[config.mk]
export PLATFORM = sky130hd
export DESIGN_NAME = pc_select_flat
export DESIGN_NICKNAME = d
export VERILOG_FILES = /design/src/rtl/pc_select_if.sv /design/src/rtl/pc_select.sv /design/src/flat_wrapper.sv
export SDC_FILE = /design/constraint.sdc
export NUM_CORES = 1
export LEC_CHECK = 0
export CORE_MARGIN = 1.5
export CORE_UTILIZATION = 50
export DETAILED_ROUTE_END_ITERATION = 10
export DONT_BUFFER_PORTS = 1
export HOLD_SLACK_MARGIN = 0.05
export PLACE_DENSITY = 0.71
export REMOVE_ABC_BUFFERS = 1
export SLEW_MARGIN = 10
export SYNTH_ARGS = -nofsm -noshare
export SYNTH_HDL_FRONTEND = slang
export SYNTH_SLANG_ARGS = --single-unit
[constraint.sdc]
create_clock -name clk -period 6.2 [get_ports clk]
set_input_delay 1.24 -clock clk [delete_from_list [all_inputs] [get_ports clk]]
set_output_delay 1.24 -clock clk [all_outputs]
set_load 0.01 [all_outputs]
[src/rtl/pc_select_if.sv]
// rtl/pc_select_if.sv - fetch-side bundle between branch predictor/execute and the next-PC unit
interface pc_select_if #(
  parameter int CNT_W = 16
);
  logic             stall;
  logic [1:0]       pred_taken;
  logic             btb_hit;
  logic [31:0]      btb_target;
  logic             resolve_valid;
  logic [31:0]      resolve_pc;
  logic             resolve_taken;
  logic [31:0]      resolve_target;
  logic [31:0]      pc;
  logic             fetch_valid;
  logic             flush;
  logic             upd_valid;
  logic             upd_taken;
  logic [CNT_W-1:0] br_count;
  logic [CNT_W-1:0] mp_count;

  modport master (
    output stall, pred_taken, btb_hit, btb_target,
    output resolve_valid, resolve_pc, resolve_taken, resolve_target,
    input  pc, fetch_valid, flush, upd_valid, upd_taken, br_count, mp_count
  );

  modport slave (
    input  stall, pred_taken, btb_hit, btb_target,
    input  resolve_valid, resolve_pc, resolve_taken, resolve_target,
    output pc, fetch_valid, flush, upd_valid, upd_taken, br_count, mp_count
  );
endinterface

[src/rtl/pc_select.sv]
// rtl/pc_select.sv - next fetch PC selection with in-order prediction queue and mispredict redirect
module pc_select #(
  parameter logic [31:0] RESET_PC = 32'h0000_0000,
  parameter int          QDEPTH   = 4,
  parameter int          CNT_W    = 16
) (
  input  logic        clk,
  input  logic        reset,
  pc_select_if.slave  bus
);
  localparam int PW = $clog2(QDEPTH);
  localparam logic [PW:0] FULL = (PW+1)'(QDEPTH);

  logic [31:0]      pc_q;
  logic [PW:0]      count;
  logic [PW-1:0]    wr_ptr, rd_ptr;
  logic             flush_q, upd_valid_q, upd_taken_q;
  logic [CNT_W-1:0] br_q, mp_q;

  logic [31:0] q_pc     [QDEPTH];
  logic        q_taken  [QDEPTH];
  logic [31:0] q_target [QDEPTH];

  logic [31:0] pred_next, correct_pc;
  logic        q_full, fire, push, pop, mispredict, pred_tk;

  always_comb begin
    pred_tk    = bus.btb_hit && bus.pred_taken[1];
    pred_next  = pred_tk ? bus.btb_target : pc_q + 32'd4;
    q_full     = (count == FULL);
    fire       = !q_full && !bus.stall;
    push       = fire && bus.btb_hit;
    pop        = bus.resolve_valid && (count != '0) && (q_pc[rd_ptr] == bus.resolve_pc);
    correct_pc = bus.resolve_taken ? bus.resolve_target : bus.resolve_pc + 32'd4;
    mispredict = 1'b0;
    if (pop)
      mispredict = (bus.resolve_taken != q_taken[rd_ptr]) ||
                   (bus.resolve_taken && (bus.resolve_target != q_target[rd_ptr]));
    else if (bus.resolve_valid)
      // A taken branch without a queued prediction was fetched fall-through.
      mispredict = bus.resolve_taken;
  end

  // Entry storage needs no reset; occupancy and pointers alone define validity.
  always_ff @(posedge clk) begin
    if (push && !mispredict) begin
      q_pc[wr_ptr]     <= pc_q;
      q_taken[wr_ptr]  <= pred_tk;
      q_target[wr_ptr] <= pred_next;
    end
  end

  always_ff @(posedge clk or posedge reset) begin
    if (reset) begin
      pc_q        <= RESET_PC;
      count       <= '0;
      wr_ptr      <= '0;
      rd_ptr      <= '0;
      flush_q     <= 1'b0;
      upd_valid_q <= 1'b0;
      upd_taken_q <= 1'b0;
      br_q        <= '0;
      mp_q        <= '0;
    end else begin
      flush_q     <= mispredict;
      upd_valid_q <= bus.resolve_valid;
      upd_taken_q <= bus.resolve_valid && bus.resolve_taken;
      if (bus.resolve_valid && (br_q != '1))
        br_q <= br_q + CNT_W'(1);
      if (mispredict && (mp_q != '1))
        mp_q <= mp_q + CNT_W'(1);
      if (mispredict) begin
        pc_q   <= correct_pc;
        count  <= '0;
        wr_ptr <= '0;
        rd_ptr <= '0;
      end else begin
        if (fire)
          pc_q <= pred_next;
        if (push)
          wr_ptr <= wr_ptr + PW'(1);
        if (pop)
          rd_ptr <= rd_ptr + PW'(1);
        if (push && !pop)
          count <= count + (PW+1)'(1);
        else if (pop && !push)
          count <= count - (PW+1)'(1);
      end
    end
  end

  assign bus.pc          = pc_q;
  assign bus.fetch_valid = !q_full;
  assign bus.flush       = flush_q;
  assign bus.upd_valid   = upd_valid_q;
  assign bus.upd_taken   = upd_taken_q;
  assign bus.br_count    = br_q;
  assign bus.mp_count    = mp_q;
endmodule

[src/flat_wrapper.sv]
// flat-port wrapper written by rule: the top's interface ports become plain ports
module pc_select_flat 
#(
  parameter logic [31:0] RESET_PC = 32'h0000_0000,
  parameter int          QDEPTH   = 4,
  parameter int          CNT_W    = 16
)
  (clk, reset, bus_stall, bus_pred_taken, bus_btb_hit, bus_btb_target, bus_resolve_valid, bus_resolve_pc, bus_resolve_taken, bus_resolve_target, bus_pc, bus_fetch_valid, bus_flush, bus_upd_valid, bus_upd_taken, bus_br_count, bus_mp_count);
  pc_select_if #(.CNT_W(CNT_W)) bus_i ();
  input  logic clk;
  input  logic reset;
  input wire logic [$bits(bus_i.stall)-1:0] bus_stall;
  input wire logic [$bits(bus_i.pred_taken)-1:0] bus_pred_taken;
  input wire logic [$bits(bus_i.btb_hit)-1:0] bus_btb_hit;
  input wire logic [$bits(bus_i.btb_target)-1:0] bus_btb_target;
  input wire logic [$bits(bus_i.resolve_valid)-1:0] bus_resolve_valid;
  input wire logic [$bits(bus_i.resolve_pc)-1:0] bus_resolve_pc;
  input wire logic [$bits(bus_i.resolve_taken)-1:0] bus_resolve_taken;
  input wire logic [$bits(bus_i.resolve_target)-1:0] bus_resolve_target;
  output wire logic [$bits(bus_i.pc)-1:0] bus_pc;
  output wire logic [$bits(bus_i.fetch_valid)-1:0] bus_fetch_valid;
  output wire logic [$bits(bus_i.flush)-1:0] bus_flush;
  output wire logic [$bits(bus_i.upd_valid)-1:0] bus_upd_valid;
  output wire logic [$bits(bus_i.upd_taken)-1:0] bus_upd_taken;
  output wire logic [$bits(bus_i.br_count)-1:0] bus_br_count;
  output wire logic [$bits(bus_i.mp_count)-1:0] bus_mp_count;
  assign bus_i.stall = bus_stall;
  assign bus_i.pred_taken = bus_pred_taken;
  assign bus_i.btb_hit = bus_btb_hit;
  assign bus_i.btb_target = bus_btb_target;
  assign bus_i.resolve_valid = bus_resolve_valid;
  assign bus_i.resolve_pc = bus_resolve_pc;
  assign bus_i.resolve_taken = bus_resolve_taken;
  assign bus_i.resolve_target = bus_resolve_target;
  assign bus_pc = bus_i.pc;
  assign bus_fetch_valid = bus_i.fetch_valid;
  assign bus_flush = bus_i.flush;
  assign bus_upd_valid = bus_i.upd_valid;
  assign bus_upd_taken = bus_i.upd_taken;
  assign bus_br_count = bus_i.br_count;
  assign bus_mp_count = bus_i.mp_count;
  pc_select #(.RESET_PC(RESET_PC), .QDEPTH(QDEPTH), .CNT_W(CNT_W)) u_core (.clk(clk), .reset(reset), .bus(bus_i));
endmodule
==> results of run 1 <==
[kinds of logic (layout without fill, tap and decap cells)]
kind of cell	after synthesis	in the layout	share of synthesized area
AOI/OAI and AO/OA	126	126	0.0505
xor gates and xnor gates	151	151	0.0851
adders and majority gates	9	9	0.00773
buffers and inverters	68	100	0.0217
DFF	334	334	0.622
muxes	122	122	0.122
other	0	1	0
and+or+nand+nor	293	293	0.0913
[how the worst min path moves through the flow]
stage                                        from                      end  depth (start not counted)
after detailed placement   u_core.bus.mp_count[4]   u_core.bus.mp_count[4]                          1
after global routing      u_core.bus.br_count[13]  u_core.bus.br_count[13]                          1
after global placement     u_core.bus.br_count[8]   u_core.bus.br_count[8]                          1
after CTS                  u_core.bus.mp_count[5]   u_core.bus.mp_count[5]                          1
after floorplan           u_core.bus.br_count[14]  u_core.bus.br_count[14]                          1
final                     u_core.bus.br_count[10]  u_core.bus.br_count[10]                          1
[report_power, final]
| part | internal, mW | switching (mW) | total, mW |
|---|---|---|---|
| Combinational | 0.319 | 0.460 | 0.778 |
| Clock | 1.28 | 0.886 | 2.17 |
| Sequential | 2.80 | 0.333 | 3.14 |
[cells in the final DEF, fill, tap and decap left out, drive strengths merged, types with 3 or more instances in the layout]
| cell | instances |
|---|---|
| inv | 17 |
| mux2 | 10 |
| dfrtp | 74 |
| nand2b | 6 |
| and4 | 3 |
| and3 | 26 |
| a21oi | 50 |
| bufinv | 3 |
| o21ai | 41 |
| nand3 | 40 |
| nand4 | 24 |
| buf | 16 |
| mux2i | 60 |
| nor4 | 7 |
| clkinv | 19 |
| mux4 | 52 |
| a31oi | 4 |
| nor3 | 7 |
| clkbuf | 45 |
| xnor2 | 76 |
| or2 | 3 |
| a211oi | 12 |
| edfxtp | 260 |
| o31ai | 3 |
| xor2 | 75 |
| nor2 | 70 |
| nand2 | 79 |
| and2 | 11 |
| ha | 8 |
| nor2b | 14 |
[synth_stat cells, types with 11 or more instances]
cell and n:
nand2_1 79, dfrtp_1 74, edfxtp_1 260, o21ai_0 31
mux4_2 52, a21oi_1 50, nand3_1 40, xor2_1 75
and3_1 26, clkbuf_1 22, and2_1 11, xnor2_1 76
nor2b_1 14, buf_2 12, nand4_1 24, mux2i_1 59
inv_1 17, nor2_1 69
[cell type report]
| cell class | instances | area, µm² | share of cell area |
|---|---|---|---|
| Inverter | 17 | 65.1 | 0.00379 |
| Tap cell | 396 | 495 | 0.0288 |
| Timing Repair Buffer | 16 | 183 | 0.0106 |
| Clock inverter | 22 | 204 | 0.0119 |
| Clock buffer | 45 | 1010 | 0.0585 |
| Multi-Input combinational cell | 701 | 5560 | 0.324 |
| Sequential cell | 334 | 9660 | 0.562 |
| Antenna cell | 1 | 2.50 | 0.000146 |
[flip-flops by register name, summed over array words and instances (netlist names)]
| signal | count |
|---|---|
| u_core.bus.upd_valid | 1 |
| u_core.bus.br_count | 16 |
| u_core.bus.flush | 1 |
| u_core.q_target | 128 |
| u_core.bus.upd_taken | 1 |
| u_core.rd_ptr | 2 |
| u_core.count | 3 |
| u_core.wr_ptr | 2 |
| u_core.q_pc | 128 |
| u_core.bus.pc | 32 |
| u_core.bus.mp_count | 16 |
| u_core.q_taken | 4 |
[worst reg2reg max path, cell delays in order (launching register included)]
cell and delay, ns:
dfrtp_4 0.65, buf_4 0.57, mux4_2 0.63, xor2_1 0.17, nor4_1 0.33, nand4_1 0.15, or4_1 0.56, o22ai_2 0.26
mux2i_4 0.11, nor2_1 0.18, and2_2 0.48, buf_12 0.38
[layer usage]
metal / track usage / wire length (µm) / vias up
li1: - / - / 4110
met1: 0.322 / 15800 / 4631
met2: 0.381 / 18200 / 322
met3: 0.0615 / 3090 / 50
met4: 0.0634 / 734 / 0
met5: 0 / 0 / -
[stage by stage]
stage	cell area (µm²)	util	TNS, ns
after floorplan	15300	-	-416.06
after global placement	16000	0.522	0
after detailed placement	16000	0.522	0
after CTS	17200	0.562	0
after global routing	17200	0.562	0
final	17200	0.562	0
==> flow_summary.toml, run 1 <==
[critical_path]
critical_path_depth = 11
path_class = "register to register"
critPathMaxStageDelay_ns = 0.65
startpoint = "u_core.rd_ptr[0]"
critical_path_buf_inv_count = 2
path_delay_family = "simple AND/OR/NAND/NOR gates"
crit_path_start_kind = "register"
crit_slowest_cell = "dfrtp_4"
crit_end = "u_core.q_target[1][21]"
reg2reg_from = "u_core.rd_ptr[0]"
rr_endpoint = "u_core.q_target[1][21]"
reg2reg_slack_ns = 1.34
r2r_cells = 11
worstPathCellList = "buf_4 -> mux4_2 -> xor2_1 -> nor4_1 -> nand4_1 -> or4_1 -> o22ai_2 -> mux2i_4 -> nor2_1 -> and2_2 -> buf_12"
cp.arrival_ns = 5.04
path_max_fanout = 52
critPathCaptureType = "register"
cp_data_required_time_ns = 6.38

[timing]
rsz0062_at_grt = "no"
whs_ns = 0.551
fmax_ghz = 0.206
report.final.slew_viol_count = 0
fin_crit_sh = 0.784
worst_pin_slew_ns = 0.844
layout_setup_ws_ns = 1.34
max_slew_margin = 0.438
finClkSkew_ns = 0.0177
hold_viol = 0
period_minus_slack_ns = 4.86
setup_violations = 0

[placed_design]
dp_worst_setup_slack_ns = 1.25
place_hpwl_um = 24300
dp_cells = 1464
portBuffers = 0
place.gp.congestion = 0.795

[clock_tree]
clock-root-buffer = "clkbuf_16"
cts.repair.resized = 0
ctsLongestPathBuffers = 3
h-tree-depth = 2
cts_tree = "done"
path_clk_slew_ns = 0.06
ctsHoldBuffers = 0
numCtsBuffers = 37
cts_setup_buffers = 0
cts_sinks = 334
clk_latency_ns = 0.53

[synthesis]
yosysSeqAreaShare = 0.622
synth_edf_count = 260
synth_top_area_frac = 0.502
netlist_area_mm2 = 0.0155
ys.flop_type = "edfxtp_1"
yosys.area.top_type = "edfxtp_1"
ys_ff_latch = 334
syn_area_per_cell_um2 = 14.1
async_flop_share = 0.222
yosysUniqueCellTypes = 50
synth_cells = 1103
synth_warnings = 0
synth_area_leaders = "edfxtp_1 (50%), dfrtp_1 (12%), mux4_2 (7.5%)"

[global_routing]
grt_usage = 0.238
gr-total-overflow = 0
grt_pass1_wl_um = 56000
grt_pass1_vias = 9101
antenna_found_initial = 1
grt_max_degree = 66

[route]
wl_um = 37800
drt_pass1_iterations = 7
routedWlPerCell_um = 24.6
viasPerCell = 5.95
ant_nets = 0
drc = 0
vias = 9113
initialDrtViolationCount = 891

[cells_and_area]
fin_nets = 1220
drive_above_1_share = 0.138
final_cells = 1532
fill_cells = 2434
area_delta_synth_final_pct = 10.6

[floorplan]
start_util = 0.508
fp.coreArea_mm2 = 0.0306
design.die.area_mm2 = 0.0321
die_x_um = 179
io_pins = 172
die_y_um = 179
num_rows = 64

[power_and_ir_drop]
ir_drop_uv = 245
p_leak_nw = 5.79
p_per_area_mw_per_mm2 = 354
p_total_mw = 6.08

[hold_path]
hold_path_class = "register to register"

[flow_run]
drv_cap = 0

[outcome]
status = "completed"
Power figures use the tool's default switching activity.
==> inputs of run 2 (changes only) <==
==> constraint.sdc (replaced) <==
create_clock -name clk -period 4.75 [get_ports clk]
set_input_delay 0.95 -clock clk [delete_from_list [all_inputs] [get_ports clk]]
set_output_delay 0.95 -clock clk [all_outputs]
set_load 0.01 [all_outputs]
==> flow_summary.toml, run 2 (synthesized netlist as in run 1, its figures left out) <==
[outcome]
status = "completed"

[hold_path]
hold_path_class = "input port to register"
holdPathEnd = "u_core.bus.upd_valid"
worstHoldPathCells = 0
min_from = "bus_resolve_valid"

[critical_path]
path_delay_family = "simple AND/OR/NAND/NOR gates"
cpMostUsedCell = "buf_12"
critPathMaxStageDelay_ns = 0.69
critPathCaptureType = "register"
cp.arrival_ns = 4.48
path_max_fanout = 41
crit_slowest_cell = "dfrtp_4"
worstPathCellList = "buf_12 -> buf_4 -> mux4_2 -> xor2_1 -> nor4_1 -> nand4_1 -> o22ai_2 -> mux2i_4 -> nor2_1 -> and2_2 -> buf_12"
path_class = "register to register"
reg2reg_slack_ns = 0.46
crit_path_start_kind = "register"
rr_endpoint = "u_core.q_pc[0][4]"
reg2reg_from = "u_core.rd_ptr[0]"
startpoint = "u_core.rd_ptr[0]"
r2r_cells = 11
critical_path_buf_inv_count = 3
cp_data_required_time_ns = 4.94

[cells_and_area]
final_cell_area_mm2 = 0.0173
fill_cells = 2468
area_delta_synth_final_pct = 11.3
mostFrequentLayoutCell = "edfxtp_1"
fin_nets = 1233
final_cell_mix = "edfxtp_1 (260), nand2_1 (78), xnor2_1 (76), xor2_1 (75), dfrtp_1 (72)"
drive_above_1_share = 0.146
antennaDiodeCount = 0

[clock_tree]
clock-root-buffer = "clkbuf_16"
cts_tree = "done"
numCtsBuffers = 36
cts.repair.resized = 0
cts_sinks = 334
path_clk_slew_ns = 0.06
ctsLongestPathBuffers = 3
cts_setup_buffers = 0
h-tree-depth = 2
ctsHoldBuffers = 0
clk_latency_ns = 0.52

[route]
wl_um = 37700
drc = 0
viasPerCell = 5.95
drt_pass1_iterations = 5
ant_nets = 0
routedWlPerCell_um = 24.4
initialDrtViolationCount = 769
vias = 9188

[floorplan]
num_rows = 64
design.die.area_mm2 = 0.0321
start_util = 0.508
io_pins = 172
die_y_um = 179
die_x_um = 179
fp.coreArea_mm2 = 0.0306

[timing]
period_minus_slack_ns = 4.29
layout_setup_ws_ns = 0.457
rsz0062_at_grt = "no"
finClkSkew_ns = 0.0174
whs_ns = 0.468
setup_violations = 0
fmax_ghz = 0.233
fin_crit_sh = 0.904
hold_viol = 0
setup_tns_ns = 0
max_slew_margin = 0.280
report.final.slew_viol_count = 0
worst_pin_slew_ns = 1.08

[power_and_ir_drop]
switching_share = 0.271
power.internal_mw = 5.73
netSwitchingPower_mw = 2.13
seq_power_share = 0.520
p_total_mw = 7.86
p_per_area_mw_per_mm2 = 455
p_leak_nw = 5.86
clkPwrFrac = 0.349
ir_drop_uv = 343
combPwrFrac = 0.132

[global_routing]
antenna_found_initial = 0
grt_usage = 0.239
gr-total-overflow = 0
grt_pass1_vias = 9240
grt_max_degree = 62
grt_pass1_wl_um = 56000

[placed_design]
portBuffers = 0
place.gp.congestion = 0.789
dp_worst_setup_slack_ns = 0.510
dpl_cell_area_mm2 = 0.0161
place_hpwl_um = 25400

[flow_run]
drv_cap = 0
-- run 2: worst max path at each step --
stage	cells after the start	end	slack [ns]
2_1_floorplan	9	u_core.q_pc[0][0]	-3.01
3_3_place_gp	11	u_core.q_target[0][11]	0.55
3_5_place_dp	11	u_core.q_target[0][11]	0.51
4_1_cts	11	u_core.q_target[0][6]	0.46
5_1_grt	11	u_core.q_target[0][30]	0.25
6_report	11	u_core.q_pc[0][4]	0.46
-- run 2: through the flow --
step | util | instances
floorplan | - | 1052
global placement | 0.528 | 1478
detailed placement | 0.528 | 1478
CTS | 0.565 | 1543
global route | 0.565 | 1543
finish | 0.565 | 1543
-- run 2: power groups by stage --
stage | Combinational [mW] | Sequential [mW] | Clock [mW]
2_1_floorplan | 0.761 | 4.01 | 0
3_3_place_gp | 1.01 | 4.12 | 0
3_5_place_dp | 1.04 | 4.15 | 0
4_1_cts | 1.05 | 4.09 | 2.77
5_1_grt | 1.15 | 4.14 | 2.88
6_report | 1.03 | 4.09 | 2.74
-- run 2: per-layer routing --
layer,global-route usage,vias to the layer above,share of wire
met5,0,-,0
met4,0.0768,0,0.029
met3,0.0532,79,0.089
met2,0.387,344,0.48
met1,0.321,4624,0.40
li1,-,4141,-
-- run 2: area by class of cell --
cell class | instances | area [µm²] | share of cell area
clock buffer | 54 | 1050 | 0.0607
clock inverter | 11 | 110 | 0.00637
inverter | 17 | 65.1 | 0.00376
multi-input combinational | 701 | 5560 | 0.322
sequential | 334 | 9660 | 0.559
tap | 396 | 495 | 0.0286
timing repair buffer | 30 | 350 | 0.0203
==> inputs of run 3 (changes only) <==
--- a/config.mk
+++ b/config.mk
@@ -6,11 +6,11 @@
 export NUM_CORES = 1
 export LEC_CHECK = 0
 export CORE_MARGIN = 1.5
-export CORE_UTILIZATION = 50
+export CORE_UTILIZATION = 45
 export DETAILED_ROUTE_END_ITERATION = 10
 export DONT_BUFFER_PORTS = 1
 export HOLD_SLACK_MARGIN = 0.05
-export PLACE_DENSITY = 0.71
+export PLACE_DENSITY = 0.66
 export REMOVE_ABC_BUFFERS = 1
 export SLEW_MARGIN = 10
 export SYNTH_ARGS = -nofsm -noshare
==> flow_summary.toml, run 3 (synthesized netlist as in run 1, its figures left out) <==
[clock_tree]
numCtsBuffers = 35
cts_setup_buffers = 0
clk_latency_ns = 0.51
cts.repair.resized = 0
ctsLongestPathBuffers = 3
h-tree-depth = 2
cts_sinks = 334
clock-root-buffer = "clkbuf_16"
ctsHoldBuffers = 0
path_clk_slew_ns = 0.06
cts_tree = "done"

[floorplan]
die_x_um = 189
num_rows = 67
start_util = 0.460
io_pins = 172
die_y_um = 189
design.die.area_mm2 = 0.0357
fp.coreArea_mm2 = 0.0338

[timing]
worst_pin_slew_ns = 0.889
max_slew_margin = 0.406
whs_ns = 0.473
period_minus_slack_ns = 4.10
setup_violations = 0
fmax_ghz = 0.244
fin_crit_sh = 0.862
layout_setup_ws_ns = 0.654
finClkSkew_ns = 0.0125
hold_viol = 0
rsz0062_at_grt = "no"
report.final.slew_viol_count = 0

[critical_path]
path_max_fanout = 30
crit_path_start_kind = "register"
critPathCaptureType = "register"
worstPathCellList = "buf_12 -> mux4_2 -> xor2_1 -> nor4_1 -> nand4_1 -> or4_1 -> o22ai_2 -> mux2i_4 -> nor2_1 -> and2_4 -> buf_12"
cpMostUsedCell = "buf_12"
path_class = "register to register"
crit_slowest_cell = "dfrtp_2"
path_delay_family = "simple AND/OR/NAND/NOR gates"
cp_data_required_time_ns = 4.95
critPathMaxStageDelay_ns = 0.70
critical_path_buf_inv_count = 2
cp.arrival_ns = 4.29

[placed_design]
dp_cells = 1528
portBuffers = 0
place.gp.congestion = 0.815
dpl_cell_area_mm2 = 0.0162
place_hpwl_um = 25700
dp_worst_setup_slack_ns = 0.636

[power_and_ir_drop]
p_per_area_mw_per_mm2 = 452
p_total_mw = 7.84
ir_drop_uv = 306
p_leak_nw = 5.84

[hold_path]
hold_path_class = "input port to register"

[route]
drc = 0
drt_pass1_iterations = 7
viasPerCell = 5.72
routedWlPerCell_um = 24.1
vias = 9099
initialDrtViolationCount = 827
wl_um = 38400
ant_nets = 0

[global_routing]
antenna_found_initial = 0
grt_max_degree = 62
grt_pass1_wl_um = 58100
grt_pass1_vias = 9320
gr-total-overflow = 0
grt_usage = 0.219

[cells_and_area]
fill_cells = 2838
antennaDiodeCount = 0
mostFrequentLayoutCell = "edfxtp_1"
drive_above_1_share = 0.143
area_delta_synth_final_pct = 11.7
fin_nets = 1230
final_cell_mix = "edfxtp_1 (260), nand2_1 (78), xnor2_1 (76), xor2_1 (75), dfrtp_1 (72)"
final_cell_area_mm2 = 0.0174
final_cells = 1591

[outcome]
status = "completed"

[flow_run]
drv_cap = 0
run 3: cell count changes in the layout (fill, tap and decap cells not counted), moves of 3 or more:
| cell | change |
|---|---|
| and2_2 | -4 |
| and2_4 | +4 |
| buf_12 | +3 |
| buf_4 | -5 |
| clkbuf_8 | -4 |
run 3: cell type report:
cell class	count	area (µm²)	area share
clock buffers	48	987	0.0569
inverters	17	65.1	0.00375
multi-input cells	701	5570	0.321
flip-flops and latches	334	9660	0.557
repair buffers	28	373	0.0215
well taps	448	561	0.0323
clock inverters	15	148	0.00850
run 3: worst register-to-register path: stages (launching register included):
cell	delay, ns
dfrtp_2	0.70
buf_12	0.27
mux4_2	0.36
xor2_1	0.17
nor4_1	0.39
nand4_1	0.14
or4_1	0.53
o22ai_2	0.28
mux2i_4	0.14
nor2_1	0.24
and2_4	0.28
buf_12	0.24
run 3: per-layer routing:
metal | GRT usage | routed length, µm
met5 | 0 | 0
met4 | 0.0534 | 729
met3 | 0.0562 | 3030
met2 | 0.349 | 18300
met1 | 0.300 | 16300
run 3: worst paths after layout:
check,startpoint,to,slack (ns),depth (start not counted)
worst max-delay path,u_core.rd_ptr[1],u_core.q_target[3][10],0.65,11
worst min-delay path,bus_resolve_valid,u_core.bus.upd_valid,0.47,0
worst max register to register,u_core.rd_ptr[1],u_core.q_target[3][10],0.65,11
worst min register to register,u_core.bus.mp_count[5],u_core.bus.mp_count[5],0.56,1
max in group asynchronous,reset,u_core.bus.pc[7],3.22,2
min in group asynchronous,reset,u_core.bus.mp_count[5],0.48,1
run 3: power breakdown:
part / leakage, nW / total [mW] / switching, mW / internal [mW]
sequential: 3.29 / 4.08 / 0.427 / 3.66
clock: 0.553 / 2.71 / 1.09 / 1.62
combinational: 1.99 / 1.05 / 0.609 / 0.438
run 3: per-stage QoR:
| step | TNS [ns] | utilization |
|---|---|---|
| floorplan | -872.48 | - |
| global placement | 0 | 0.480 |
| detailed placement | 0 | 0.480 |
| CTS | 0 | 0.514 |
| global route | 0 | 0.514 |
| finish | 0 | 0.514 |
